**src/rtl/hazard_ctrl.sv**
```systemverilog
`default_nettype none
// ============================================================================
// Module   : hazard_ctrl
// Purpose  : 5-stage pipeline sequencing controller. Resolves load-use stalls,
//            taken-branch flushes and multi-cycle data-memory waits, and keeps
//            saturating stall/flush counters for performance debug.
// Revision : 1.0  initial release
// ============================================================================
module hazard_ctrl (
    input  logic        clk_i,
    input  logic        rst_i,
    input  logic        idex_memread_i,
    input  logic [4:0]  idex_rt_i,
    input  logic [4:0]  ifid_rs_i,
    input  logic [4:0]  ifid_rt_i,
    input  logic        ifid_uses_rt_i,
    input  logic        branch_taken_i,
    input  logic        exmem_memreq_i,
    input  logic        dmem_ack_i,
    output logic        pc_we_o,
    output logic        ifid_we_o,
    output logic        ifid_flush_o,
    output logic        idex_bubble_o,
    output logic        pipe_we_o,
    output logic        memwb_bubble_o,
    output logic        dmem_req_o,
    output logic [31:0] stall_cnt_o,
    output logic [15:0] flush_cnt_o
);

    typedef enum logic [0:0] {
        S_RUN      = 1'b0,
        S_MEM_WAIT = 1'b1
    } state_t;

    localparam logic [31:0] c_STALL_MAX = 32'hFFFF_FFFF;
    localparam logic [15:0] c_FLUSH_MAX = 16'hFFFF;

    state_t      r_state;
    state_t      w_state_nxt;
    logic [31:0] r_stall_cnt;
    logic [15:0] r_flush_cnt;

    logic w_lu;
    logic w_pc_we;
    logic w_ifid_we;
    logic w_ifid_flush;
    logic w_idex_bubble;
    logic w_pipe_we;
    logic w_memwb_bubble;
    logic w_dmem_req;

    // Load in EX writes a register the instruction in ID is about to read.
    assign w_lu = idex_memread_i && (idex_rt_i != 5'd0) &&
                  ((idex_rt_i == ifid_rs_i) ||
                   (ifid_uses_rt_i && (idex_rt_i == ifid_rt_i)));

    // Next-state and per-cycle pipeline control; memory freeze dominates,
    // then load-use stall, then branch flush.
    always_comb begin
        w_state_nxt    = r_state;
        w_pc_we        = 1'b1;
        w_ifid_we      = 1'b1;
        w_ifid_flush   = 1'b0;
        w_idex_bubble  = 1'b0;
        w_pipe_we      = 1'b1;
        w_memwb_bubble = 1'b0;
        w_dmem_req     = 1'b0;

        if (!rst_i) begin
            w_state_nxt    = S_RUN;
            w_pc_we        = 1'b0;
            w_ifid_we      = 1'b0;
            w_pipe_we      = 1'b0;
            w_idex_bubble  = 1'b1;
            w_memwb_bubble = 1'b1;
        end else if ((r_state == S_MEM_WAIT || exmem_memreq_i) && !dmem_ack_i) begin
            // Memory not done: freeze everything upstream of MEM/WB and feed
            // MEM/WB a bubble each waiting cycle.
            w_dmem_req     = 1'b1;
            w_pc_we        = 1'b0;
            w_ifid_we      = 1'b0;
            w_pipe_we      = 1'b0;
            w_memwb_bubble = 1'b1;
            w_state_nxt    = S_MEM_WAIT;
        end else begin
            // Request (if any) completes this cycle; keep it asserted so the
            // request never drops before its ack.
            w_dmem_req  = (r_state == S_MEM_WAIT) || exmem_memreq_i;
            w_state_nxt = S_RUN;
            if (w_lu) begin
                // Branch in the same cycle is dropped; it re-resolves once
                // the load has moved on.
                w_pc_we       = 1'b0;
                w_ifid_we     = 1'b0;
                w_idex_bubble = 1'b1;
            end else if (branch_taken_i) begin
                w_ifid_flush = 1'b1;
            end
        end
    end

    // State register.
    always_ff @(posedge clk_i) begin
        if (!rst_i) begin
            r_state <= S_RUN;
        end else begin
            r_state <= w_state_nxt;
        end
    end

    // Saturating performance counters.
    always_ff @(posedge clk_i) begin
        if (!rst_i) begin
            r_stall_cnt <= 32'd0;
            r_flush_cnt <= 16'd0;
        end else begin
            if (!w_pc_we && (r_stall_cnt != c_STALL_MAX)) begin
                r_stall_cnt <= r_stall_cnt + 32'd1;
            end
            if (w_ifid_flush && (r_flush_cnt != c_FLUSH_MAX)) begin
                r_flush_cnt <= r_flush_cnt + 16'd1;
            end
        end
    end

    assign pc_we_o        = w_pc_we;
    assign ifid_we_o      = w_ifid_we;
    assign ifid_flush_o   = w_ifid_flush;
    assign idex_bubble_o  = w_idex_bubble;
    assign pipe_we_o      = w_pipe_we;
    assign memwb_bubble_o = w_memwb_bubble;
    assign dmem_req_o     = w_dmem_req;
    assign stall_cnt_o    = r_stall_cnt;
    assign flush_cnt_o    = r_flush_cnt;

endmodule
`default_nettype wire

```
**config.mk**
```make
export PLATFORM = sky130hd
export DESIGN_NAME = hazard_ctrl
export DESIGN_NICKNAME = d
export VERILOG_FILES = /design/src/rtl/hazard_ctrl.sv
export SDC_FILE = /design/constraint.sdc
export NUM_CORES = 1
export LEC_CHECK = 0
export ABC_AREA = 1
export CORE_MARGIN = 2
export CORE_UTILIZATION = 32
export DETAILED_ROUTE_END_ITERATION = 16
export HOLD_SLACK_MARGIN = 0.12
export PLACE_DENSITY_LB_ADDON = 0.12
export SLEW_MARGIN = 20
export SYNTH_ARGS = -nofsm -noshare
export SYNTH_HDL_FRONTEND = slang
export SYNTH_SLANG_ARGS = --single-unit
export TNS_END_PERCENT = 5
```
**constraint.sdc**
```tcl
create_clock -name clk_i -period 4.8 [get_ports clk_i]
set_clock_uncertainty 0.2 [all_clocks]
set_input_delay 0.96 -clock clk_i [delete_from_list [all_inputs] [get_ports clk_i]]
set_output_delay 0.96 -clock clk_i [all_outputs]
set_load 0.01 [all_outputs]
```
==> insert_results.sql, run 1 <==
INSERT INTO impl_metrics (metric_group, metric, value, unit) VALUES
('worst_setup_path', 'launch_point_of_the_worst_path', 'idex_rt_i[1]', ''),
('clocking', 'clkTransAtPathRegs', '0.10', 'ns'),
('die', 'fp.dieH', '106.9', 'µm'),
('synthesis', 'sequential_element_share_of_the_synthesized_area', '0.2896', ''),
('power_and_ir_drop', 'peakVddDrop', '0.1392', 'mV'),
('timing', 'minimum_hold_slack', '0.2907', 'ns'),
('synthesis', 'ys_top_cells_by_area', 'dfxtp_1 (29%), nand2_1 (18%), nor2_1 (7.1%)', ''),
('die', 'coreArea', '10320', 'µm²'),
('clocking', 'cts-buffers-inserted', '5', ''),
('route', 'wl_per_cell', '13.03', 'µm'),
('clocking', 'cts_max_path_buffers', '2', ''),
('synthesis', 'synthMuxAreaShare', '0', ''),
('synthesis', 'syn-instance-count', '543', ''),
('die', 'fp-row-count', '37', ''),
('global_route', 'grt_pass1_wl', '16350', 'µm'),
('finish', 'diodes_inserted', '0', ''),
('timing', 'period_minus_slack', '4.018', 'ns'),
('timing', 'tightest_slew', '0.6140', 'ns'),
('global_route', 'grt_overflow', '0', ''),
('synthesis', 'compound_cell_area_share_of_the_yosys_netlist', '0.07647', ''),
('worst_setup_path', 'timing.rr.start', 'stall_cnt_o[0]$_SDFFE_PN0P_', ''),
('synthesis', 'synth_fp_nets', '567', ''),
('timing', 'report.final.hold_viol_count', '0', ''),
('worst_setup_path', 'timing.critical_path.fanout_max', '4', ''),
('die', 'design.die.area', '11420', 'µm²'),
('place', 'dp_cells', '741', ''),
('timing', 'max_clock_freq', '248.9', 'MHz'),
('finish', 'layout-drive-gt1-share', '0.05873', ''),
('synthesis', 'post-synth-top-area-fraction', '0.2896', ''),
('finish', 'nFillCells', '1112', ''),
('route', 'postRouteAntennaNets', '0', ''),
('worst_hold_path', 'hold_start', 'flush_cnt_o[15]$_SDFFE_PN0P_', ''),
('worst_setup_path', 'critical-path-slowest-cell', 'clkdlybuf4s50_1', ''),
('place', 'place.gp.congestion', '0.9071', ''),
('status', 'status', 'finished, final reports clean', ''),
('synthesis', 'postSynth.topFlopCell', 'dfxtp_1', ''),
('synthesis', 'asyncSetResetFlopFracSynth', '0', ''),
('timing', 'slew_headroom', '0.5875', ''),
('place', 'detailed_place_hpwl', '7260', 'µm'),
('worst_setup_path', 'timing.setup.critical_path_class', 'in2out', ''),
('synthesis', 'synth_edf_count', '0', ''),
('route', 'first_iter_violations', '106', ''),
('global_route', 'gr-usage-all-layers', '0.1748', ''),
('worst_setup_path', 'endpoint_kind', 'primary output', ''),
('synthesis', 'yosys_warning_total', '0', ''),
('synthesis', 'synth_top_family_by_area', 'simple AND/OR/NAND/NOR gates', ''),
('timing', 'setup_violations', '0', ''),
('worst_setup_path', 'cp.required', '3.64', 'ns'),
('synthesis', 'netlist-cell-type-count', '28', ''),
('clocking', 'clk_latency', '0.30', 'ns'),
('clocking', 'postCtsSetupBuffers', '0', ''),
('clocking', 'h-tree-depth', '2', ''),
('job', 'max_cap_viol_count', '0', ''),
('worst_setup_path', 'worstPathCellList', 'clkdlybuf4s50_1 > inv_1 > nand2_1 > nand2_1 > nor2_1 > nand3_1 > nand2_1 > nand2_1 > o21ai_0 > clkdlybuf4s50_1', ''),
('clocking', 'cts_sinks', '49', ''),
('route', 'via_per_inst', '4.777', ''),
('finish', 'relative_area_change_from_synthesis_to_final_layout', '28.74', '%'),
('clocking', 'clock_tree_from_tritoncts', 'yes', ''),
('place', 'placement.io_buffers', '76', ''),
('timing', 'fin_setup_tns', '0', 'ns'),
('worst_setup_path', 'cpPeakStageDelay', '0.59', 'ns'),
('die', 'fp.dieW', '106.9', 'µm'),
('power_and_ir_drop', 'leakagePower', '0.001572', 'µW'),
('synthesis', 'post_synth_xor_area_fraction', '0.08016', ''),
('route', 'wirelength', '9757', 'µm'),
('worst_hold_path', 'hp-class', 'reg2reg', ''),
('route', 'post-route-drc-count', '0', ''),
('route', 'dr_total_vias', '3578', ''),
('timing', 'timing.final.max_slew_violations', '0', ''),
('finish', 'final_nets', '636', ''),
('timing', 'setup_repair_after_global_routing_missed_its_margin', 'no', '');
==> stage by stage <==
stage          total power (µW)    util  setup WS, ns
2_1_floorplan             484.4       -         1.498
3_3_place_gp              530.8  0.4107        0.7365
3_5_place_dp              531.3  0.4107        0.7863
4_1_cts                   849.4  0.4224        0.7592
5_1_grt                   874.0  0.4224        0.6146
6_report                  839.6  0.4224        0.7816
==> routing by layer <==
metal / GRT usage / share of wire / vias up
li1: - / - / 1877
met1: 0.2173 / 0.45 / 1622
met2: 0.3189 / 0.51 / 71
met3: 0.02310 / 0.031 / 8
met4: 0.04082 / 0.011 / 0
met5: 0 / 0 / -
==> cell usage in the layout, fill, tap and decap left out, types with 2 or more instances in the layout <==
cell             count
nand3_2             13
nand4_1             21
xor2_1              22
clkbuf_8             6
nand3_1             43
a21oi_1             45
dfxtp_1             49
nor2_2               2
buf_4                6
o21ai_0              4
nand3b_1             3
xnor2_1              9
inv_1               58
nor3_1              14
nand2_1            165
ha_1                 2
clkdlybuf4s50_1     76
nor2_1              64
==> cell usage after synthesis, types with 2 or more instances <==
cell type	count
nor2_1	64
inv_1	58
xnor2_1	9
nand2_1	165
nand3b_1	3
buf_4	3
xor2_1	22
nor3_1	14
nand3_1	43
ha_1	2
o21ai_0	4
nand4_1	21
dfxtp_1	49
a21oi_1	45
nor2_2	2
nand3_2	13
buf_6	4
clkbuf_1	8
buf_2	5
==> sequential cells by signal, summed over array words and instances, names as in the netlist <==
signal and flops:
flush_cnt_o 16, r_state 1, stall_cnt_o 32
==> critical path, delay by kind of cell <==
family	cells	cell delay, ns
buffers and inverters	3	1.17
AND/OR/NAND/NOR	6	0.48
AO/OA/AOI/OAI	1	0.25
==> final timing paths <==
check                                                     to  slack [ns]  depth (start not counted)
worst max-delay path                           idex_bubble_o        0.78                         10
worst max register to register   stall_cnt_o[0]$_SDFFE_PN0P_        2.23                         10
worst min register to register  flush_cnt_o[15]$_SDFFE_PN0P_        0.29                          2
worst min-delay path            flush_cnt_o[15]$_SDFFE_PN0P_        0.29                          2
==> logic make-up after synthesis <==
| family | after synthesis |
|---|---|
| adder cells (fa/ha/maj) | 2 |
| AO/OA/AOI/OAI | 51 |
| flip-flops | 49 |
| buffers and inverters | 79 |
| AND/OR/NAND/NOR | 331 |
| XOR/XNOR | 31 |
==> final cells by class <==
class,instances,area (µm²),share of cell area
Tap cell,136,170.2,0.03902
Timing Repair Buffer,82,805.8,0.1848
Multi-Input combinational cell,415,2062,0.4729
Sequential cell,49,980.9,0.2250
Clock inverter,2,37.54,0.008608
Inverter,59,221.5,0.05079
Clock buffer,6,82.58,0.01894
==> report_power, final <==
group | internal [µW] | leakage [µW] | switching [µW] | total [µW]
logic | 44.5 | 0.00112 | 59.5 | 104
registers | 410 | 0.000396 | 6.19 | 417
clock network | 170 | 0.0000574 | 149 | 319
total | 625 | 0.00157 | 215 | 840
No activity file was read; power rests on OpenSTA's default activity.
==> run 2: changes to the inputs <==
==> constraint.sdc (replaced) <==
create_clock -name clk_i -period 3.3 [get_ports clk_i]
set_clock_uncertainty 0.2 [all_clocks]
set_input_delay 0.66 -clock clk_i [delete_from_list [all_inputs] [get_ports clk_i]]
set_output_delay 0.66 -clock clk_i [all_outputs]
set_load 0.01 [all_outputs]
==> insert_results.sql, run 2 (synthesized netlist as in run 1, its figures left out) <==
INSERT INTO impl_metrics (metric_group, metric, value, unit) VALUES
('die', 'coreArea', '10320', 'µm²'),
('power_and_ir_drop', 'intPower', '964.6', 'µW'),
('status', 'status', 'finished, final reports clean', ''),
('timing', 'max_clock_freq', '322.4', 'MHz'),
('global_route', 'first_global_vias', '3481', ''),
('worst_setup_path', 'worstRegToRegCells', '10', ''),
('route', 'wirelength', '9779', 'µm'),
('route', 'dr_total_vias', '3616', ''),
('finish', 'layout.area.seq', '980.9', 'µm²'),
('power_and_ir_drop', 'power.density_cell_area', '289.9', 'nW/µm²'),
('global_route', 'grt_pass1_wl', '16270', 'µm'),
('place', 'placement.io_buffers', '76', ''),
('worst_setup_path', 'crit_buf_inv', '3', ''),
('clocking', 'clockRootBuffer', 'clkbuf_8', ''),
('timing', 'timing.final.max_slew_violations', '0', ''),
('clocking', 'h-tree-depth', '2', ''),
('power_and_ir_drop', 'leakagePower', '0.001639', 'µW'),
('clocking', 'clock_tree_from_tritoncts', 'yes', ''),
('clocking', 'cts_sinks', '49', ''),
('worst_setup_path', 'timing.setup.critical_path_class', 'in2out', ''),
('finish', 'relative_area_change_from_synthesis_to_final_layout', '30.55', '%'),
('power_and_ir_drop', 'peakVddDrop', '0.2161', 'mV'),
('worst_setup_path', 'start_kind', 'input port', ''),
('timing', 'slew_headroom', '0.5263', ''),
('finish', 'largest_register_ffs', '32', ''),
('timing', 'fin_setup_tns', '0', 'ns'),
('finish', 'layout-drive-gt1-share', '0.06634', ''),
('route', 'wl_per_cell', '12.97', 'µm'),
('power_and_ir_drop', 'p_switching', '317.3', 'µW'),
('timing', 'setup_violations', '0', ''),
('clocking', 'clkTransAtPathRegs', '0.10', 'ns'),
('worst_setup_path', 'launch_point_of_the_worst_path', 'idex_rt_i[4]', ''),
('timing', 'setup_repair_after_global_routing_missed_its_margin', 'no', ''),
('worst_setup_path', 'cp.required', '2.44', 'ns'),
('timing', 'timing.final.crit_share', '0.9399', ''),
('finish', 'layout.cells.most_common_list', 'nand2_1 (165), clkdlybuf4s50_1 (72), nor2_1 (64), inv_1 (58), dfxtp_1 (49)', ''),
('clocking', 'cts-buffers-inserted', '5', ''),
('route', 'detailedRoute.firstPassIterationCount', '4', ''),
('worst_setup_path', 'timing.critical_path.max_delay_family', 'buffers and inverters', ''),
('global_route', 'gr-usage-all-layers', '0.1765', ''),
('die', 'initial_utilization', '0.3281', ''),
('power_and_ir_drop', 'sequentialPowerShare', '0.473', ''),
('finish', 'post_layout_nonfiller_instances', '754', ''),
('worst_setup_path', 'cpPeakStageDelay', '0.53', 'ns'),
('finish', 'nFillCells', '1103', ''),
('global_route', 'grt_start_max_net_pins', '44', ''),
('worst_setup_path', 'worstPathCellList', 'clkdlybuf4s50_1 > inv_1 > nand2_1 > nand2_1 > nor2_1 > nand3_1 > nand2_1 > nand2_1 > o21ai_1 > dlygate4sd2_1', ''),
('timing', 'minimum_hold_slack', '0.2822', 'ns'),
('die', 'fp-row-count', '37', ''),
('timing', 'report.final.hold_viol_count', '0', ''),
('route', 'post-route-drc-count', '0', ''),
('worst_setup_path', 'crit_path_frequent_cell', 'nand2_1', ''),
('worst_setup_path', 'worstReg2RegEnd', 'stall_cnt_o[0]$_SDFFE_PN0P_', ''),
('worst_setup_path', 'timing.critical_path.fanout_max', '4', ''),
('place', 'dp_cells', '746', ''),
('place', 'place.gp.congestion', '0.9296', ''),
('route', 'via_per_inst', '4.796', ''),
('worst_setup_path', 'worst-endpoint-arrival', '2.24', 'ns'),
('finish', 'layout_commonest_cell', 'nand2_1', ''),
('place', 'post_place_setup_slack', '-0.1051', 'ns'),
('route', 'first_iter_violations', '106', ''),
('die', 'fp.dieW', '106.9', 'µm'),
('die', 'fp.dieH', '106.9', 'µm'),
('finish', 'final_area', '4422', 'µm²'),
('worst_setup_path', 'critical-path-slowest-cell', 'clkdlybuf4s50_1', ''),
('clocking', 'postCtsSetupBuffers', '0', ''),
('timing', 'final_worst_setup_slack', '0.1984', 'ns'),
('place', 'detailed_place_hpwl', '7389', 'µm'),
('power_and_ir_drop', 'clockPowerShare', '0.407', ''),
('job', 'max_cap_viol_count', '0', ''),
('clocking', 'clk_latency', '0.32', 'ns'),
('die', 'design.die.area', '11420', 'µm²'),
('route', 'postRouteAntennaNets', '0', ''),
('worst_setup_path', 'worstSetupEndpoint', 'idex_bubble_o', ''),
('worst_setup_path', 'setup.reg_to_reg.worst_slack', '0.72', 'ns'),
('global_route', 'grt_overflow', '0', ''),
('place', 'place_area', '4278', 'µm²'),
('worst_setup_path', 'crit_cells', '10', ''),
('finish', 'diodes_inserted', '0', ''),
('worst_setup_path', 'timing.rr.start', 'stall_cnt_o[0]$_SDFFE_PN0P_', ''),
('global_route', 'antenna_found_initial', '0', ''),
('timing', 'period_minus_slack', '3.102', 'ns'),
('worst_setup_path', 'endpoint_kind', 'primary output', ''),
('clocking', 'cts_max_path_buffers', '2', ''),
('power_and_ir_drop', 'share_comb_of_total_power', '0.120', ''),
('finish', 'multi_input_gate_area', '2069', 'µm²'),
('worst_hold_path', 'hp-class', 'reg2reg', ''),
('timing', 'tightest_slew', '0.7052', 'ns'),
('finish', 'final_nets', '641', ''),
('die', 'boundaryPins', '77', ''),
('power_and_ir_drop', 'netSwitchingFraction', '0.2475', '');
==> run 2: metrics by stage <==
stage | total power [µW] | utilization
floorplan | 704.5 | -
global placement | 774.6 | 0.4144
detailed placement | 775.5 | 0.4144
CTS | 1299 | 0.4271
global route | 1330 | 0.4283
finish | 1282 | 0.4283
==> run 2: cell type report <==
type,count,share of cell area
clock buffer,5,0.01556
tap,136,0.03848
timing repair buffer,87,0.1913
clock inverter,3,0.01471
sequential,49,0.2218
inverter,59,0.05008
multi-input combinational,415,0.4680
==> run 2: power groups by stage <==
stage / clock network, µW / logic, µW / registers, µW
final: 522 / 154 / 606
after global routing: 553 / 170 / 607
after CTS: 537 / 156 / 606
after detailed placement: 0 / 156 / 620
after global placement: 0 / 155 / 620
after floorplan: 0 / 84.8 / 620
==> run 2: worst reg2reg max path, cell delays in order (launching register included) <==
cell and delay (ns):
dfxtp_1 0.51, ha_1 0.36, nand2_2 0.12, nor3b_4 0.23, nand3_2 0.08, nor2_1 0.14
nand3_2 0.23, nand2_4 0.37, inv_1 0.10, nor2_1 0.10, nor2_1 0.05
==> run 2: worst min path at each step <==
stage                                  from  slack (ns)  cells past startpoint                            to
6_report       flush_cnt_o[15]$_SDFFE_PN0P_        0.28                      2  flush_cnt_o[15]$_SDFFE_PN0P_
3_5_place_dp   flush_cnt_o[15]$_SDFFE_PN0P_        0.27                      2  flush_cnt_o[15]$_SDFFE_PN0P_
2_1_floorplan  stall_cnt_o[31]$_SDFFE_PN0P_        0.30                      2  stall_cnt_o[31]$_SDFFE_PN0P_
4_1_cts        flush_cnt_o[15]$_SDFFE_PN0P_        0.29                      2  flush_cnt_o[15]$_SDFFE_PN0P_
5_1_grt        flush_cnt_o[15]$_SDFFE_PN0P_        0.31                      2  flush_cnt_o[15]$_SDFFE_PN0P_
3_3_place_gp   flush_cnt_o[15]$_SDFFE_PN0P_        0.28                      2  flush_cnt_o[15]$_SDFFE_PN0P_
==> run 2: what timing repair did <==
| item | CTS | global route |
|---|---|---|
| setup endpoints to repair | 2 | 2 |
| resized for setup | 3 | 3 |
| hold buffers | 0 | 0 |
==> run 2: layer usage <==
layer  up-vias  global-route usage  share of wire
li1       1883                   -              -
met1      1633              0.2151           0.44
met2        86              0.3116           0.49
met3        14             0.02918          0.046
met4         0             0.06401          0.021
met5         -                   0              0
==> run 3: changes to the inputs <==
--- a/config.mk
+++ b/config.mk
@@ -10,7 +10,7 @@
 export CORE_UTILIZATION = 32
 export DETAILED_ROUTE_END_ITERATION = 16
 export HOLD_SLACK_MARGIN = 0.12
-export PLACE_DENSITY_LB_ADDON = 0.12
+export PLACE_DENSITY = 0.65
 export SLEW_MARGIN = 20
 export SYNTH_ARGS = -nofsm -noshare
 export SYNTH_HDL_FRONTEND = slang
==> insert_results.sql, run 3 (synthesized netlist as in run 1, its figures left out) <==
INSERT INTO impl_metrics (metric_group, metric, value, unit) VALUES
('clocking', 'cts-buffers-inserted', '5', ''),
('clocking', 'cts_sinks', '49', ''),
('clocking', 'cts_resized', '5', ''),
('place', 'detailed_place_hpwl', '7485', 'µm'),
('timing', 'slew_headroom', '0.6319', ''),
('place', 'dp_cells', '748', ''),
('timing', 'period_minus_slack', '3.095', 'ns'),
('clocking', 'clockRootBuffer', 'clkbuf_8', ''),
('worst_setup_path', 'crit_buf_inv', '3', ''),
('timing', 'fin_setup_tns', '0', 'ns'),
('clocking', 'postCtsSetupBuffers', '0', ''),
('worst_setup_path', 'timing.critical_path.max_delay_family', 'buffers and inverters', ''),
('global_route', 'gr-usage-all-layers', '0.1777', ''),
('clocking', 'clk_latency', '0.31', 'ns'),
('route', 'dr_total_vias', '3666', ''),
('power_and_ir_drop', 'power.density_cell_area', '274.0', 'nW/µm²'),
('global_route', 'grt_overflow', '0', ''),
('die', 'boundaryPins', '77', ''),
('worst_setup_path', 'worstPathCellList', 'clkdlybuf4s50_1 > inv_1 > nand2_1 > nand2_1 > nor2_1 > nand3_1 > nand2_1 > nand2_1 > o21ai_1 > dlygate4sd2_1', ''),
('route', 'detailedRoute.firstPassIterationCount', '4', ''),
('job', 'max_cap_viol_count', '0', ''),
('place', 'place_area', '4293', 'µm²'),
('clocking', 'cts_max_path_buffers', '2', ''),
('worst_setup_path', 'start_kind', 'input port', ''),
('timing', 'timing.final.crit_share', '0.9379', ''),
('clocking', 'clkTransAtPathRegs', '0.10', 'ns'),
('die', 'coreArea', '10320', 'µm²'),
('route', 'first_iter_violations', '111', ''),
('global_route', 'grt_pass1_wl', '16540', 'µm'),
('route', 'wirelength', '9790', 'µm'),
('global_route', 'antenna_found_initial', '0', ''),
('place', 'placement.io_buffers', '76', ''),
('timing', 'setup_violations', '0', ''),
('worst_setup_path', 'timing.setup.critical_path_class', 'in2out', ''),
('worst_hold_path', 'hp-class', 'reg2reg', ''),
('worst_setup_path', 'critical-path-slowest-cell', 'clkdlybuf4s50_1', ''),
('clocking', 'clock_tree_from_tritoncts', 'yes', ''),
('die', 'fp-row-count', '37', ''),
('route', 'wl_per_cell', '12.95', 'µm'),
('die', 'design.die.area', '11420', 'µm²'),
('finish', 'final_area', '4403', 'µm²'),
('die', 'initial_utilization', '0.3281', ''),
('timing', 'max_clock_freq', '323.1', 'MHz'),
('finish', 'final_nets', '643', ''),
('power_and_ir_drop', 'leakagePower', '0.001615', 'µW'),
('timing', 'timing.final.max_slew_violations', '0', ''),
('power_and_ir_drop', 'peakVddDrop', '0.1388', 'mV'),
('clocking', 'h-tree-depth', '2', ''),
('finish', 'post_layout_nonfiller_instances', '756', ''),
('worst_setup_path', 'cp.required', '2.44', 'ns'),
('finish', 'relative_area_change_from_synthesis_to_final_layout', '30.00', '%'),
('finish', 'layout.cells.most_common_list', 'nand2_1 (165), clkdlybuf4s50_1 (72), nor2_1 (64), inv_1 (58), dfxtp_1 (49)', ''),
('worst_setup_path', 'timing.critical_path.fanout_max', '4', ''),
('die', 'fp.dieW', '106.9', 'µm'),
('worst_setup_path', 'cpPeakStageDelay', '0.53', 'ns'),
('die', 'fp.dieH', '106.9', 'µm'),
('timing', 'report.final.hold_viol_count', '0', ''),
('route', 'postRouteAntennaNets', '0', ''),
('clocking', 'cts.hold.buffers_added', '0', ''),
('finish', 'largest_register_ffs', '32', ''),
('global_route', 'first_global_vias', '3542', ''),
('global_route', 'grt_start_max_net_pins', '44', ''),
('timing', 'setup_repair_after_global_routing_missed_its_margin', 'no', ''),
('status', 'status', 'finished, final reports clean', ''),
('place', 'place.gp.congestion', '0.9070', ''),
('finish', 'diodes_inserted', '0', ''),
('route', 'post-route-drc-count', '0', ''),
('worst_setup_path', 'worst-endpoint-arrival', '2.24', 'ns'),
('worst_setup_path', 'crit_path_frequent_cell', 'nand2_1', ''),
('finish', 'layout_commonest_cell', 'nand2_1', ''),
('timing', 'tightest_slew', '0.5479', 'ns'),
('finish', 'layout-drive-gt1-share', '0.06935', ''),
('route', 'via_per_inst', '4.849', ''),
('worst_setup_path', 'endpoint_kind', 'primary output', '');
==> run 3: stage by stage <==
stage                     hold slack [ns]  power, µW  setup WS (ns)  utilization
after floorplan                    0.2990      704.5         0.5980            -
after global placement             0.2758      776.0       -0.09106       0.4158
after detailed placement           0.2817      777.0        -0.1057       0.4158
after CTS                          0.3044       1224         0.2077       0.4265
after global routing               0.3356       1261       0.009771       0.4265
final                              0.3034       1206         0.2048       0.4265
==> run 3: where the power goes <==
part | switching (µW) | internal [µW]
Combinational | 87.4 | 66.9
Clock | 219 | 227
Sequential | 8.93 | 597
Total | 315 | 891
==> run 3: layer usage <==
metal  track usage  part of all wire
met5             0                 0
met4       0.05195             0.018
met3       0.02310             0.043
met2        0.3148              0.48
met1        0.2247              0.46
==> run 3: worst paths after layout <==
check	start	cells after the start	slack (ns)	end
worst max-delay path	idex_rt_i[4]	10	0.20	idex_bubble_o
worst min-delay path	flush_cnt_o[15]$_SDFFE_PN0P_	2	0.30	flush_cnt_o[15]$_SDFFE_PN0P_
worst max register to register	stall_cnt_o[0]$_SDFFE_PN0P_	10	0.62	stall_cnt_o[0]$_SDFFE_PN0P_
worst min register to register	flush_cnt_o[15]$_SDFFE_PN0P_	2	0.30	flush_cnt_o[15]$_SDFFE_PN0P_
==> run 3: layout make-up <==
class,instances,area [µm²]
Inverter,59,221.5
Clock inverter,3,46.29
Tap cell,136,170.2
Fill cell,1109,5921
Clock buffer,5,68.82
Timing Repair Buffer,89,853.3
Multi-Input combinational cell,415,2062
Sequential cell,49,980.9
==> run 3: tightest hold or removal path, stage by stage (launching register included) <==
cell	delay, ns
dfxtp_1	0.34
nand2_1	0.07
a21oi_1	0.06
